File: config.mk
export PLATFORM = sky130hd
export DESIGN_NAME = seq_detect_prog
export DESIGN_NICKNAME = d
export VERILOG_FILES = /design/src/rtl/seq_pkg.sv /design/src/rtl/sat_counter.sv /design/src/rtl/seq_detect_prog.sv
export SDC_FILE = /design/constraint.sdc
export NUM_CORES = 1
export LEC_CHECK = 0
export ABC_AREA = 1
export CAP_MARGIN = 20
export CORE_AREA = 5 5 95 97
export CTS_BUF_LIST = sky130_fd_sc_hd__clkbuf_4
export DETAILED_ROUTE_END_ITERATION = 8
export DIE_AREA = 0 0 100 102
export DONT_BUFFER_PORTS = 1
export REMOVE_ABC_BUFFERS = 1
export SLEW_MARGIN = 20
export SYNTH_ARGS = -nofsm -noshare
export SYNTH_HDL_FRONTEND = slang
export SYNTH_SLANG_ARGS = --single-unit
File: constraint.sdc
create_clock -name clk -period 3.04 [get_ports clk]
set_clock_uncertainty 0.15 [all_clocks]
set_input_delay 0.608 -clock clk [delete_from_list [all_inputs] [get_ports clk]]
set_output_delay 0.608 -clock clk [all_outputs]
set_load 0.05 [all_outputs]
File: src/rtl/seq_pkg.sv
// Shared definitions for the programmable serial pattern detector.
// Holds FSM state encoding and default widths.
package seq_pkg;

  localparam int PAT_W_DEF = 8;
  localparam int CNT_W_DEF = 16;

  typedef enum logic [1:0] {
    ST_IDLE = 2'd0,
    ST_FILL = 2'd1,
    ST_HUNT = 2'd2
  } state_t;

endpackage

File: src/rtl/sat_counter.sv
// Saturating up-counter; clear has priority over increment.
// Ports: clk, rst_n, i_inc, i_clr, o_cnt[CNT_W].
module sat_counter
  import seq_pkg::*;
#(
  parameter int CNT_W = CNT_W_DEF
) (
  input  logic             clk,
  input  logic             rst_n,
  input  logic             i_inc,
  input  logic             i_clr,
  output logic [CNT_W-1:0] o_cnt
);

  logic [CNT_W-1:0] r_cnt;

  always_ff @(posedge clk or negedge rst_n) begin
    if (!rst_n) begin
      r_cnt <= '0;
    end else if (i_clr) begin
      r_cnt <= '0;
    end else if (i_inc && (r_cnt != '1)) begin
      r_cnt <= r_cnt + CNT_W'(1);
    end
  end

  assign o_cnt = r_cnt;

endmodule

File: src/rtl/seq_detect_prog.sv
// Runtime-programmable serial pattern detector (overlap / non-overlap).
// Ports: clk, rst_n, seq_in, in_valid, cfg_load, pattern, pat_len,
//   overlap_en, clr_cnt -> d_out (1-cycle pulse), match_cnt, state_o.
module seq_detect_prog
  import seq_pkg::*;
#(
  parameter int PAT_W = PAT_W_DEF,
  parameter int CNT_W = CNT_W_DEF,
  parameter int LEN_W = $clog2(PAT_W + 1)
) (
  input  logic             clk,
  input  logic             rst_n,
  input  logic             seq_in,
  input  logic             in_valid,
  input  logic             cfg_load,
  input  logic [PAT_W-1:0] pattern,
  input  logic [LEN_W-1:0] pat_len,
  input  logic             overlap_en,
  input  logic             clr_cnt,
  output logic             d_out,
  output logic [CNT_W-1:0] match_cnt,
  output logic [1:0]       state_o
);

  logic [PAT_W-1:0] r_pat;
  logic [LEN_W-1:0] r_len;
  logic             r_ovl;
  // Oldest history bit falls off on every shift, so only
  // PAT_W-1 bits need storing; the new bit completes the window.
  logic [PAT_W-2:0] r_hist;
  logic [LEN_W-1:0] r_fill;
  state_t           r_state;
  logic             r_dout;

  logic [LEN_W-1:0] w_len_clamp;
  logic             w_accept;
  logic [PAT_W-1:0] w_hist_nxt;
  logic [LEN_W-1:0] w_fill_inc;
  logic [PAT_W-1:0] w_mask;
  logic             w_full;
  logic             w_hunt;
  logic             w_match;
  logic [CNT_W-1:0] w_cnt;

  assign w_len_clamp = (pat_len > LEN_W'(PAT_W))
                     ? LEN_W'(PAT_W) : pat_len;

  // A load in the same cycle discards the data bit.
  assign w_accept = in_valid && !cfg_load
                 && (r_state != ST_IDLE);

  assign w_hist_nxt = {r_hist, seq_in};

  assign w_fill_inc = (r_fill == LEN_W'(PAT_W))
                    ? r_fill : r_fill + LEN_W'(1);

  always_comb begin
    w_mask = '0;
    for (int i = 0; i < PAT_W; i++) begin
      w_mask[i] = (i < int'(r_len));
    end
  end

  // fill >= len-1, written as fill+1 >= len to avoid underflow.
  assign w_full = ({1'b0, r_fill} + (LEN_W+1)'(1))
               >= {1'b0, r_len};
  assign w_hunt = ({1'b0, w_fill_inc} + (LEN_W+1)'(1))
               >= {1'b0, r_len};

  assign w_match = w_accept && w_full
                && (((w_hist_nxt ^ r_pat) & w_mask) == '0);

  always_ff @(posedge clk or negedge rst_n) begin
    if (!rst_n) begin
      r_pat   <= '0;
      r_len   <= '0;
      r_ovl   <= 1'b0;
      r_hist  <= '0;
      r_fill  <= '0;
      r_state <= ST_IDLE;
      r_dout  <= 1'b0;
    end else begin
      r_dout <= w_match;
      if (cfg_load) begin
        r_pat   <= pattern;
        r_len   <= w_len_clamp;
        r_ovl   <= overlap_en;
        r_hist  <= '0;
        r_fill  <= '0;
        r_state <= (w_len_clamp == '0) ? ST_IDLE : ST_FILL;
      end else if (w_accept) begin
        r_hist <= w_hist_nxt[PAT_W-2:0];
        if (w_match && !r_ovl) begin
          r_fill  <= '0;
          r_state <= ST_FILL;
        end else begin
          r_fill  <= w_fill_inc;
          r_state <= w_hunt ? ST_HUNT : ST_FILL;
        end
      end
    end
  end

  sat_counter #(
    .CNT_W (CNT_W)
  ) u_cnt (
    .clk   (clk),
    .rst_n (rst_n),
    .i_inc (w_match),
    .i_clr (clr_cnt),
    .o_cnt (w_cnt)
  );

  assign d_out     = r_dout;
  assign match_cnt = w_cnt;
  assign state_o   = r_state;

endmodule

==> results.yml, run 1 <==
status:
  status: "completed"
synth:
  ys_types: 27
  ys_seq_elements: 43
  synth_area_leaders: "dfrtp_1 39%, nand2_1 13%, inv_1 7.4%, ha_1 5.9%, nand3_1 5.5%"
  yosysWarnings: 0
  synth-seq-area-share_pct: 39.3
  synthCells: 352
  synth_top_area_share_pct: 39.3
  synth_area_mm2: 0.00274
  synth_top_cell_by_area: "dfrtp_1"
  synth_area_per_cell_um2: 7.78
floorplan:
  die_y_um: 102
  die_area_mm2: 0.0102
  start_util_pct: 34.0
  die-width_um: 100
  top_level_ports: 38
  num_rows: 33
  core_mm2: 0.00805
global_route:
  grt_max_degree: 44
  grt_usage_pct: 12.8
  grt_pass1_vias: 2331
  antenna_found_initial: 0
  overflow: 0
  grt_pass1_wl_um: 10700
routing:
  avgViaCountPerCell: 4.75
  wl_per_cell_um: 12.7
  antenna_left: 0
  drt_first_pass_iters: 4
  via_count: 2265
  drt_wl_total_um: 6060
  drc: 0
  drt_iter0_markers: 57
timing:
  period_minus_slack_ps: 2640
  max_freq_mhz: 379
  hold_viol_final: 0
  drv_slew: 0
  max_slew.worst_pin.slew_ps: 460
  rsz0062_at_grt: "false"
  post-route-period-util_pct: 86.8
  setup_viol: 0
  setup_ws_ps: 402
  fin_tns_setup_ps: 0
  slew_headroom_pct: 69.3
critical_path:
  arrival_ps: 2730
  r2r_cells: 12
  crit_chain: "inv_1, ha_1, ha_1, nand2_1, nor2_1, nand2_1, nand4_1, inv_1, nor2_8, nand2_4, nand3_1, nand2_1"
  crit_type: "flop to flop"
  r2r_start: "r_fill[0]$_DFFE_PN0P_"
  cp.required_ps: 3130
  rr_endpoint: "u_cnt.o_cnt[0]$_DFFE_PN0P_"
  crit_fanout: 18
  max_stage_delay_ps: 470
  crit_path_frequent_cell: "nand2_1"
  rrSetupSlack_ps: 400
  critPathLaunchType: "flop"
  endpoint_kind: "flop"
  critPathSlowestCell: "dfrtp_1"
power:
  p_per_area_mw_per_mm2: 383
  power_leakage_nw: 1.62
  vdd_drop_max_v: 0.000148
cells_and_area:
  final_nets: 403
  num_antenna_cells: 0
  drive_gt1_share_pct: 13.2
  synthToLayoutAreaGrowth_pct: 11.8
  stdcell_count: 477
clocking:
  cts_tree: "done"
  clockBufferDepth: 2
  clk_pin_slew_ps: 150
  clk_latency_ps: 360
  root_buffer: "clkbuf_4"
  h-tree-depth: 2
  cts_sinks: 43
  cts_buffers: 5
placed_design:
  io_buffers: 0
  dp.cells: 467
  place_ws_ps: 423
  place_hpwl_um: 4560
  gp_congestion: 0.830
worst_hold_path:
  holdCritPathClass: "input port to flop"
  whs_path_depth: 1
  hold_start: "cfg_load"
  hold_path_end: "r_pat[6]$_DFFE_PN0P_"
run:
  cap_violations: 0
-- kinds of logic (layout without fill, tap and decap cells) --
| logic type | count (synthesis) | after routing | synth area share [%] |
|---|---|---|---|
| AO/OA/AOI/OAI | 28 | 28 | 5.71 |
| AND/OR/NAND/NOR | 183 | 183 | 33.3 |
| flip-flops | 43 | 43 | 39.3 |
| buffers and inverters | 65 | 85 | 9.37 |
| XOR/XNOR | 20 | 20 | 6.40 |
| adder cells (fa/ha/maj) | 13 | 13 | 5.94 |
-- through the flow --
| stage | instance area, µm² | hold WS, ps | total power [W] | utilization, % |
|---|---|---|---|---|
| CTS | 3060 | 175 | 0.00118 | 38.0 |
| finish | 3060 | 182 | 0.00117 | 38.0 |
| global placement | 2970 | 163 | 0.000872 | 36.8 |
| global route | 3060 | 159 | 0.00125 | 38.0 |
| floorplan | 2690 | 162 | 0.000822 | - |
| detailed placement | 2970 | 164 | 0.000881 | 36.8 |
-- layout by cell type (no fill, tap or decap), types with 2 or more instances in the layout --
| cell | netlist | final |
|---|---|---|
| dfrtp_1 | 43 | 43 |
| buf_4 | 1 | 19 |
| xor2_1 | 16 | 16 |
| a21oi_1 | 3 | 3 |
| nand4_1 | 20 | 20 |
| o22ai_1 | 7 | 7 |
| nor2_1 | 18 | 18 |
| nand3_1 | 30 | 30 |
| xnor2_1 | 4 | 4 |
| nor3_1 | 3 | 3 |
| clkbuf_4 | 0 | 5 |
| ha_1 | 13 | 13 |
| nand3_2 | 12 | 12 |
| inv_1 | 54 | 54 |
| nand2_4 | 2 | 2 |
| o21ai_0 | 15 | 15 |
| nor2_8 | 2 | 2 |
| inv_2 | 2 | 2 |
| nor2_2 | 3 | 3 |
| nand2_1 | 92 | 92 |
-- metal layers --
metal  up-vias  part of all wire (%)  GRT usage, %
met4         0                  0.48          3.01
met1      1044                    47          16.5
met3         2                   5.2          3.55
met5         -                     0             0
li1       1172                     -             -
met2        47                    47          21.5
-- power by group --
part | switching [W] | total (W) | internal [W] | leakage (nW)
Clock | 0.000200 | 0.000289 | 0.0000891 | 0.0288
Combinational | 0.000172 | 0.000261 | 0.0000895 | 1.02
Sequential | 0.0000220 | 0.000621 | 0.000599 | 0.574
-- worst max-delay path by stage --
stage,endpoint,slack [ps],from
after detailed placement,u_cnt.o_cnt[11]$_DFFE_PN0P_,420,r_fill[0]$_DFFE_PN0P_
after floorplan,state_o[0]$_DFFE_PN0P_,740,r_fill[0]$_DFFE_PN0P_
after global placement,u_cnt.o_cnt[13]$_DFFE_PN0P_,520,r_fill[0]$_DFFE_PN0P_
after global routing,u_cnt.o_cnt[0]$_DFFE_PN0P_,170,r_fill[1]$_DFFE_PN0P_
final,u_cnt.o_cnt[0]$_DFFE_PN0P_,400,r_fill[0]$_DFFE_PN0P_
after CTS,u_cnt.o_cnt[0]$_DFFE_PN0P_,390,r_fill[0]$_DFFE_PN0P_
-- worst max-delay path, delay by kind of cell, from the launching register on --
family	cells	cell delay [ps]
adder cells (fa/ha/maj)	2	690
buffers and inverters	2	210
flip-flops	1	470
AND/OR/NAND/NOR	8	980
-- cells in the mapped netlist --
cell type	number
a21boi_0	1
a21oi_1	3
a22o_1	1
a31oi_1	1
buf_1	1
buf_2	1
buf_4	1
buf_6	1
clkbuf_1	5
dfrtp_1	43
ha_1	13
inv_1	54
inv_2	2
nand2_1	92
nand2_2	1
nand2_4	2
nand3_1	30
nand3_2	12
nand4_1	20
nor2_1	18
nor2_2	3
nor2_8	2
nor3_1	3
o21ai_0	15
o22ai_1	7
xnor2_1	4
xor2_1	16
-- flip-flops by register name, summed over array words and instances, names as in the netlist --
signal and count:
u_cnt.o_cnt 16, r_pat 8, r_hist 7, r_fill 4
r_len 4, state_o 2, d_out 1, r_ovl 1
-- area by class of cell --
class,instances,area [µm²]
flip-flops and latches,43,1080
fillers,826,4990
repair buffers,21,180
clock inverters,3,20.0
well taps,105,131
multi-input cells,244,1410
inverters,56,210
clock buffers,5,37.5
-- timing repair --
item / CTS / global route
endpoints found under the hold margin: 43 / 0
hold buffers: 2 / 0
gates resized for setup: 0 / 0
setup buffers: 0 / 0
(Power assumes the default switching activity.)
==> run 2, diff against run 1 <==
--- a/config.mk
+++ b/config.mk
@@ -7,11 +7,14 @@
 export LEC_CHECK = 0
 export ABC_AREA = 1
 export CAP_MARGIN = 20
+export CELL_PAD_IN_SITES_DETAIL_PLACEMENT = 1
+export CELL_PAD_IN_SITES_GLOBAL_PLACEMENT = 2
 export CORE_AREA = 5 5 95 97
 export CTS_BUF_LIST = sky130_fd_sc_hd__clkbuf_4
 export DETAILED_ROUTE_END_ITERATION = 8
 export DIE_AREA = 0 0 100 102
 export DONT_BUFFER_PORTS = 1
+export PLACE_DENSITY_LB_ADDON = 0.1
 export REMOVE_ABC_BUFFERS = 1
 export SLEW_MARGIN = 20
 export SYNTH_ARGS = -nofsm -noshare
==> run 2 against run 1 <==
  * Core utilization is 0.37 points higher
  * Clock power is 33% higher
  * Die area stayed put
  * Largest power group unchanged
  * Highest routed layer unchanged
  * First-iteration DRC count is 23% lower
  * Sequential share of layout area is 0.34 points lower
  * Worst hold slack worse by 1.2 ps
  * Fmax is 0.59% lower
  * Flip-flop and latch count stayed put
  * Non-clock buffer count is 1 higher
==> results.yml, run 2 (synthesis gave the netlist of run 1 again) <==
timing:
  max_slew.worst_pin.slew_ps: 470
  max_freq_mhz: 377
  post-route-period-util_pct: 87.3
  rsz0062_at_grt: "false"
  slew_headroom_pct: 68.7
  period_minus_slack_ps: 2650
  hold_viol_final: 0
  fin_tns_setup_ps: 0
  setup_viol: 0
  drv_slew: 0
status:
  status: "completed"
routing:
  drt_wl_total_um: 7140
  wl_per_cell_um: 14.9
  drt_first_pass_iters: 4
  avgViaCountPerCell: 4.86
  antenna_left: 0
  via_count: 2324
  drt_iter0_markers: 44
  drc: 0
clocking:
  root_buffer: "clkbuf_4"
  cts_sinks: 43
  clk_latency_ps: 360
  clockBufferDepth: 2
  cts-resized-gates: 0
  cts_tree: "done"
  cts_buffers: 5
  clk_pin_slew_ps: 140
  h-tree-depth: 2
floorplan:
  die_area_mm2: 0.0102
  start_util_pct: 34.0
  num_rows: 33
  top_level_ports: 38
  core_mm2: 0.00805
  die-width_um: 100
  die_y_um: 102
global_route:
  overflow: 0
  grt_max_degree: 44
  grt_pass1_wl_um: 12300
  antenna_found_initial: 0
  grt_usage_pct: 15.1
  grt_pass1_vias: 2526
placed_design:
  io_buffers: 0
  place_hpwl_um: 5390
  gp_congestion: 0.824
cells_and_area:
  multi_input_area_mm2: 0.00141
  regArea_mm2: 0.00108
  drive_gt1_share_pct: 13.4
  final_nets: 404
  final_cell_mix: "92 x nand2_1, 54 x inv_1, 43 x dfrtp_1"
  synthToLayoutAreaGrowth_pct: 12.9
  num_antenna_cells: 0
  largest_reg_flops: 16
  fillers: 989
  layout_commonest_cell: "nand2_1"
critical_path:
  endpoint_kind: "flop"
  critPathLaunchType: "flop"
  cp.required_ps: 3150
  arrival_ps: 2770
  rrSetupSlack_ps: 390
  crit_fanout: 18
  crit_type: "flop to flop"
power:
  p_per_area_mw_per_mm2: 414
  power_w: 0.00128
  power_leakage_nw: 1.64
  vdd_drop_max_v: 0.000216
run:
  cap_violations: 0
worst_hold_path:
  holdCritPathClass: "input port to flop"
run 2: cell types whose count changed in the layout (fill, tap and decap cells not counted):
cell,previous run,this run
clkinvlp_4,1,0
inv_6,0,1
buf_4,19,20
bufinv_16,0,1
clkinv_4,1,0
run 2: power by group:
part,internal [W],switching (W),total (W)
sequential,0.000599,0.0000231,0.000623
combinational,0.0000929,0.000181,0.000274
clock,0.000174,0.000209,0.000383
run 2: layout make-up:
cell class              count  share of cell area [%]
flip-flops and latches     43                    34.8
inverters                  56                    6.80
clock inverters             3                    1.38
multi-input cells         244                    45.5
repair buffers             22                    6.07
clock buffers               5                    1.21
well taps                 105                    4.25
run 2: metal layers:
metal / vias to the layer above / global-route usage, % / part of all wire [%]
met5: - / 0 / 0
met4: 0 / 3.73 / 0.76
met3: 4 / 3.28 / 4.4
met2: 33 / 27.0 / 49
met1: 1115 / 18.6 / 46
li1: 1172 / - / -
run 2: path summary, 6_finish.rpt:
path,startpoint,end,cells after the start
setup reg to reg,r_fill[0]$_DFFE_PN0P_,u_cnt.o_cnt[12]$_DFFE_PN0P_,12
max in group asynchronous,rst_n,u_cnt.o_cnt[11]$_DFFE_PN0P_,2
setup / recovery,r_fill[0]$_DFFE_PN0P_,u_cnt.o_cnt[12]$_DFFE_PN0P_,12
hold / removal,cfg_load,r_pat[5]$_DFFE_PN0P_,1
hold reg to reg,r_pat[3]$_DFFE_PN0P_,r_pat[3]$_DFFE_PN0P_,2
min in group asynchronous,rst_n,r_pat[0]$_DFFE_PN0P_,2
run 2: worst max-delay path, stage by stage, from the launching register on:
cell and delay (ps):
dfrtp_1 490, inv_1 120, ha_1 390, ha_1 320, nand2_1 60, nor2_1 80
nand2_1 60, nand4_1 120, inv_1 110, nor2_8 270, nand2_4 220, nand3_1 120
nand2_1 50
run 2: what timing repair did:
action                                 CTS  global route
endpoints found under the hold margin   43             0
hold buffers                             2             0
buffers inserted                         0             0
run 2: stage by stage:
step / cells / hold WS [ps] / instance area (µm²) / util (%) / setup slack [ps]
2_1_floorplan: 343 / 162 / 2690 / - / 736
3_3_place_gp: 468 / 164 / 2970 / 36.9 / 384
3_5_place_dp: 468 / 164 / 2970 / 36.9 / 374
4_1_cts: 478 / 158 / 3090 / 38.4 / 349
5_1_grt: 478 / 148 / 3090 / 38.4 / 169
6_report: 478 / 181 / 3090 / 38.4 / 386
